===== config.mk =====
export PLATFORM = sky130hd
export DESIGN_NAME = cube_plane_scanner
export DESIGN_NICKNAME = d
export VERILOG_FILES = /design/src/rtl/cube_pkg.sv /design/src/rtl/cube_frame_buffer.sv /design/src/rtl/cube_plane_scanner.sv
export SDC_FILE = /design/constraint.sdc
export NUM_CORES = 1
export LEC_CHECK = 0
export ABC_CLOCK_PERIOD_IN_PS = 4100
export BUFFER_PORTS_ARGS = -buffer_cell sky130_fd_sc_hd__buf_2
export CORE_UTILIZATION = 39
export DETAILED_ROUTE_END_ITERATION = 10
export REMOVE_ABC_BUFFERS = 1
export SYNTH_ARGS = -nofsm -noshare
export SYNTH_HDL_FRONTEND = slang
export SYNTH_SLANG_ARGS = --single-unit

===== constraint.sdc =====
create_clock -name clock -period 4.1 [get_ports clock]
set_input_delay 0.615 -clock clock [delete_from_list [all_inputs] [get_ports clock]]
set_output_delay 0.615 -clock clock [all_outputs]
set_load 0.03 [all_outputs]

===== src/rtl/cube_pkg.sv =====
// Shared definitions for the 3x3x3 LED cube driver.
// Frame bit index = plane*9 + row*3 + col, plane 0 = bottom.
package cube_pkg;

  localparam int unsigned PLANES         = 3;
  localparam int unsigned ROWS_PER_PLANE = 9;
  localparam int unsigned FRAME_W        = PLANES * ROWS_PER_PLANE;

  typedef enum logic [1:0] {
    IDLE  = 2'b00,
    BLANK = 2'b01,
    DRIVE = 2'b10
  } scan_state_e;

  // Row lines belonging to one plane of a frame; out-of-range plane gives 0.
  function automatic logic [ROWS_PER_PLANE-1:0] plane_slice(
    input logic [FRAME_W-1:0] frame,
    input logic [1:0]         plane
  );
    case (plane)
      2'd0:    return frame[0*ROWS_PER_PLANE +: ROWS_PER_PLANE];
      2'd1:    return frame[1*ROWS_PER_PLANE +: ROWS_PER_PLANE];
      2'd2:    return frame[2*ROWS_PER_PLANE +: ROWS_PER_PLANE];
      default: return '0;
    endcase
  endfunction

endpackage


===== src/rtl/cube_frame_buffer.sv =====
// Shadow/active frame registers for the cube scanner.
//   clock, reset_n : clock, asynchronous active-low reset
//   frame_data/frame_valid/frame_ready : input handshake into the shadow
//   swap_req       : scanner is leaving plane 2 (frame boundary)
//   active_frame   : frame currently being displayed
//   frame_swap     : one-cycle pulse after the shadow became active
module cube_frame_buffer
  import cube_pkg::*;
(
  input  logic               clock,
  input  logic               reset_n,
  input  logic [FRAME_W-1:0] frame_data,
  input  logic               frame_valid,
  output logic               frame_ready,
  input  logic               swap_req,
  output logic [FRAME_W-1:0] active_frame,
  output logic               frame_swap
);

  logic [FRAME_W-1:0] shadow_q, shadow_d;
  logic [FRAME_W-1:0] active_q, active_d;
  logic               full_q, full_d;
  logic               ready_q, ready_d;
  logic               swap_q, swap_d;

  // Transfer and swap are mutually exclusive: ready is low whenever full.
  always_comb begin
    shadow_d = shadow_q;
    active_d = active_q;
    full_d   = full_q;
    swap_d   = 1'b0;
    if (frame_valid && ready_q) begin
      shadow_d = frame_data;
      full_d   = 1'b1;
    end
    if (swap_req && full_q) begin
      active_d = shadow_q;
      full_d   = 1'b0;
      swap_d   = 1'b1;
    end
    ready_d = ~full_d;
  end

  always_ff @(posedge clock or negedge reset_n) begin
    if (!reset_n) begin
      shadow_q <= '0;
      active_q <= '0;
      full_q   <= 1'b0;
      ready_q  <= 1'b1;
      swap_q   <= 1'b0;
    end else begin
      shadow_q <= shadow_d;
      active_q <= active_d;
      full_q   <= full_d;
      ready_q  <= ready_d;
      swap_q   <= swap_d;
    end
  end

  assign frame_ready  = ready_q;
  assign active_frame = active_q;
  assign frame_swap   = swap_q;

endmodule


===== src/rtl/cube_plane_scanner.sv =====
// Plane-multiplexing driver for the 3x3x3 LED cube.
//   clock, reset_n : clock, asynchronous active-low reset
//   enable         : scan enable, low forces all lines off
//   frame_data/frame_valid/frame_ready : frame input handshake
//   vert_pwr       : one-hot plane power select
//   row            : row lines of the driven plane
//   plane_idx      : plane currently scanned
//   frame_swap     : pulse when a new frame becomes active
module cube_plane_scanner
  import cube_pkg::*;
#(
  parameter int unsigned SCAN_DIV     = 50000,
  parameter int unsigned BLANK_CYCLES = 500,
  parameter int unsigned CNT_W        = 16
) (
  input  logic                      clock,
  input  logic                      reset_n,
  input  logic                      enable,
  input  logic [FRAME_W-1:0]        frame_data,
  input  logic                      frame_valid,
  output logic                      frame_ready,
  output logic [PLANES-1:0]         vert_pwr,
  output logic [ROWS_PER_PLANE-1:0] row,
  output logic [1:0]                plane_idx,
  output logic                      frame_swap
);

  localparam logic [CNT_W-1:0] SCAN_LAST  = CNT_W'(SCAN_DIV - 1);
  localparam logic [CNT_W-1:0] BLANK_LAST = CNT_W'(BLANK_CYCLES - 1);
  localparam logic [1:0]       LAST_PLANE = 2'(PLANES - 1);

  scan_state_e               state_q, state_d;
  logic [CNT_W-1:0]          cnt_q, cnt_d;
  logic [1:0]                plane_q, plane_d;
  logic [PLANES-1:0]         vert_q, vert_d;
  logic [ROWS_PER_PLANE-1:0] row_q, row_d;
  logic                      swap_req;
  logic [FRAME_W-1:0]        active_frame;

  cube_frame_buffer u_frame_buffer (
    .clock        (clock),
    .reset_n      (reset_n),
    .frame_data   (frame_data),
    .frame_valid  (frame_valid),
    .frame_ready  (frame_ready),
    .swap_req     (swap_req),
    .active_frame (active_frame),
    .frame_swap   (frame_swap)
  );

  always_comb begin
    state_d  = state_q;
    cnt_d    = cnt_q;
    plane_d  = plane_q;
    swap_req = 1'b0;
    if (!enable) begin
      state_d = IDLE;
      cnt_d   = '0;
      plane_d = '0;
    end else begin
      case (state_q)
        IDLE: begin
          state_d = BLANK;
          cnt_d   = '0;
        end
        BLANK: begin
          if (cnt_q == BLANK_LAST) begin
            state_d = DRIVE;
            cnt_d   = '0;
          end else begin
            cnt_d = cnt_q + 1'b1;
          end
        end
        DRIVE: begin
          if (cnt_q == SCAN_LAST) begin
            state_d = BLANK;
            cnt_d   = '0;
            if (plane_q == LAST_PLANE) begin
              plane_d  = '0;
              swap_req = 1'b1;
            end else begin
              plane_d = plane_q + 2'd1;
            end
          end else begin
            cnt_d = cnt_q + 1'b1;
          end
        end
        default: begin
          state_d = IDLE;
          cnt_d   = '0;
          plane_d = '0;
        end
      endcase
    end

    // Outputs are registered, so decode from the next state/plane.
    vert_d = '0;
    row_d  = '0;
    if (state_d == DRIVE) begin
      vert_d = PLANES'(1) << plane_d;
      row_d  = plane_slice(active_frame, plane_d);
    end
  end

  always_ff @(posedge clock or negedge reset_n) begin
    if (!reset_n) begin
      state_q <= IDLE;
      cnt_q   <= '0;
      plane_q <= '0;
      vert_q  <= '0;
      row_q   <= '0;
    end else begin
      state_q <= state_d;
      cnt_q   <= cnt_d;
      plane_q <= plane_d;
      vert_q  <= vert_d;
      row_q   <= row_d;
    end
  end

  assign vert_pwr  = vert_q;
  assign row       = row_q;
  assign plane_idx = plane_q;

endmodule


==> metrics.yaml <==
diodes: 0
status: "completed"
start_kind: "register"
drive_gt1_frac: 0.372
relSlewSlack: 0.399
avgSynthCellArea_um2: 12.7
switchingPower_mw: 0.438
setup_viol: 0
final_area_um2: 4470
synthSimpleGateAreaFrac: 0.130
irDropWorstVdd_mv: 0.144
yosys.area_share.xor_xnor: 0.0315
initial_core_util: 0.400
postCtsSetupRepairBufs: 0
clk-insertion-delay-late_ns: 0.36
synth_cells: 307
crit_type: "register to register"
yosys-top-cells-area: "dfrtp_1, mux2_2, nand3_1, nor2_1, a311oi_2"
rsz0062_at_grt: "no"
synth_top_area_frac: 0.566
wl_um: 7640
yosysTopAreaCell: "dfrtp_1"
fp.dieArea_um2: 10400
crit_fanout: 10
crit_family: "simple AND/OR/NAND/NOR gates"
slew_violations: 0
cts-root-buf: "clkbuf_8"
path_buf_inv: 0
combPwrFrac: 0.087
rr_startpoint: "cnt_q[11]$_DFF_PN0_"
placementRows: 36
via_count: 2517
wl_per_cell_um: 15.4
synth_edf_count: 0
hold_viol_final: 0
first_iter_violations: 67
drc_errors: 0
layout_min_cycle_time_ns: 2.66
gp_routability_congestion: 0.863
max_freq_mhz: 377
grt_pass1_vias: 2373
cts.sink_count: 89
crit_path_top_delay_cell: "or4_4"
finClkSkew_ns: 0.0117
startpoint: "cnt_q[11]$_DFF_PN0_"
p_clk_frac: 0.332
rrSetupSlack_ns: 1.44
fillers: 923
synth_cell_types: 46
synth_warnings: 0
fin_setup_tns_ns: 0
firstDrtPassIters: 4
final_common_cell: "dfrtp_1"
synth_fa_ha_area_frac: 0.0161
ioPinCount: 47
ys_seq_area_frac: 0.572
synth_top_family_by_area: "multiplexers"
antenna_left: 0
critPathMaxStageDelay_ns: 0.54
cts_max_path_buffers: 2
synthMuxAreaShare: 0.162
dp_hpwl_um: 5220
final_cell_mix: "dfrtp_1, mux2_2, buf_2"
synth-seq-cells: 89
post_cts_resized: 0
hold_class: "primary input to async pin"
required_ns: 4.34
fp.dieH_um: 102
grt_start_max_net_pins: 62
synth-compound-area-share: 0.0729
htreeDepth: 3
critPathCaptureType: "register"
pwr-share-seq: 0.581
cp_common_cell: "or4_4"
cap_violations: 0
p_per_area_nw_per_um2: 387
fin_crit_sh: 0.648
grtUsageTotal: 0.157
gr-total-overflow: 0
cts_tree: "built"
path_cells: "or4_4, or4_4, o311ai_4, nand3_1, a311oi_1"
p_int_mw: 1.29
p_leak_nw: 1.99
sw_frac_of_total: 0.253
grt_pass1_wl_um: 12300
worstMarginPinSlew_ns: 0.900
synth_top_flop_cell: "dfrtp_1"
core_um2: 9730
final_nets: 394
antenna_found_initial: 0
async_reset_ff_frac: 1.00
area_delta_synth_final_pct: 14.7
die_x_um: 102
cts_buffers: 9
holdBufCountCts: 0
clkTransAtPathRegs_ns: 0.10
synth_area_um2: 3890
arrival_ns: 2.89
portBuffers: 46
viasPerCell: 5.07
dpl_cell_area_um2: 4280
## cells by family after synthesis
group | after synthesis
AO/OA/AOI/OAI | 31
XOR/XNOR | 14
adder cells (fa/ha/maj) | 5
buffers and inverters | 14
flip-flops | 89
multiplexers | 56
AND/OR/NAND/NOR | 98
## worst register-to-register path: cells and delay by family, from the launching register on
family | cells | cell delay, ns
DFF | 1 | 0.44
and+or+nand+nor | 3 | 1.22
AOI/OAI and AO/OA | 2 | 0.88
## stage by stage
step / power (mW) / worst slack [ns] / cells / hold WS [ns] / utilization
floorplan: 1.11 / 1.50 / 297 / 0.319 / -
finish: 1.73 / 1.44 / 496 / 0.322 / 0.459
CTS: 1.76 / 1.41 / 496 / 0.349 / 0.459
global placement: 1.17 / 1.42 / 480 / 0.476 / 0.440
detailed placement: 1.18 / 1.42 / 480 / 0.485 / 0.440
global route: 1.82 / 1.31 / 496 / 0.379 / 0.459
## sequential cells by signal, indices dropped and copies added, names as in the netlist
signal / flops
u_frame_buffer.active_frame: 27
u_frame_buffer.shadow_q: 27
cnt_q: 16
row: 9
vert_pwr: 3
plane_idx: 2
state_q: 2
u_frame_buffer.frame_ready: 1
u_frame_buffer.frame_swap: 1
u_frame_buffer.full_q: 1
## per-layer routing
layer,global-route usage,share of wire,wire [µm],vias to the layer above
li1,-,-,-,1218
met4,0.0670,0.016,123,0
met1,0.228,0.49,3780,1237
met2,0.233,0.46,3510,50
met5,0,0,0,-
met3,0.0267,0.030,232,12
## power by group through the flow
stage | clock network [mW] | logic, mW | registers (mW)
after CTS | 0.598 | 0.154 | 1.01
after detailed placement | 0 | 0.154 | 1.02
after global placement | 0 | 0.148 | 1.02
after floorplan | 0 | 0.102 | 1.01
final | 0.574 | 0.150 | 1.01
after global routing | 0.636 | 0.168 | 1.02
## layout make-up
cell class	instances	area, µm²	share of cell area
clock buffers	10	138	0.0308
clock inverters	6	51.3	0.0115
inverters	4	15.0	0.00336
multi-input cells	204	1610	0.360
flip-flops and latches	89	2230	0.499
well taps	133	166	0.0372
repair buffers	50	263	0.0588
## worst paths after layout
kind / end / depth (start not counted)
worst min-delay path: row[7]$_DFF_PN0_ / 1
worst max register to register: row[0]$_DFF_PN0_ / 5
worst max-delay path: row[0]$_DFF_PN0_ / 5
min in group clock: u_frame_buffer.shadow_q[13]$_DFFE_PN0P_ / 2
max in group asynchronous: u_frame_buffer.active_frame[6]$_DFFE_PN0P_ / 2
worst min register to register: cnt_q[0]$_DFF_PN0_ / 1
## synth_stat cells, drive strengths merged, types with 2 or more instances
cell type  instances
or4                2
a211oi             2
xnor2              7
buf                6
nor3               4
nor3b              2
xor2               7
a21oi              3
nand4              3
ha                 5
nand3             29
inv                4
o21ai             10
and2               2
dfrtp             88
clkbuf             4
and4               2
nor2b              2
mux2i              2
a311oi             9
mux2              54
nand2             11
nor2              30
Note: power is estimated with default switching activity, not from simulation.
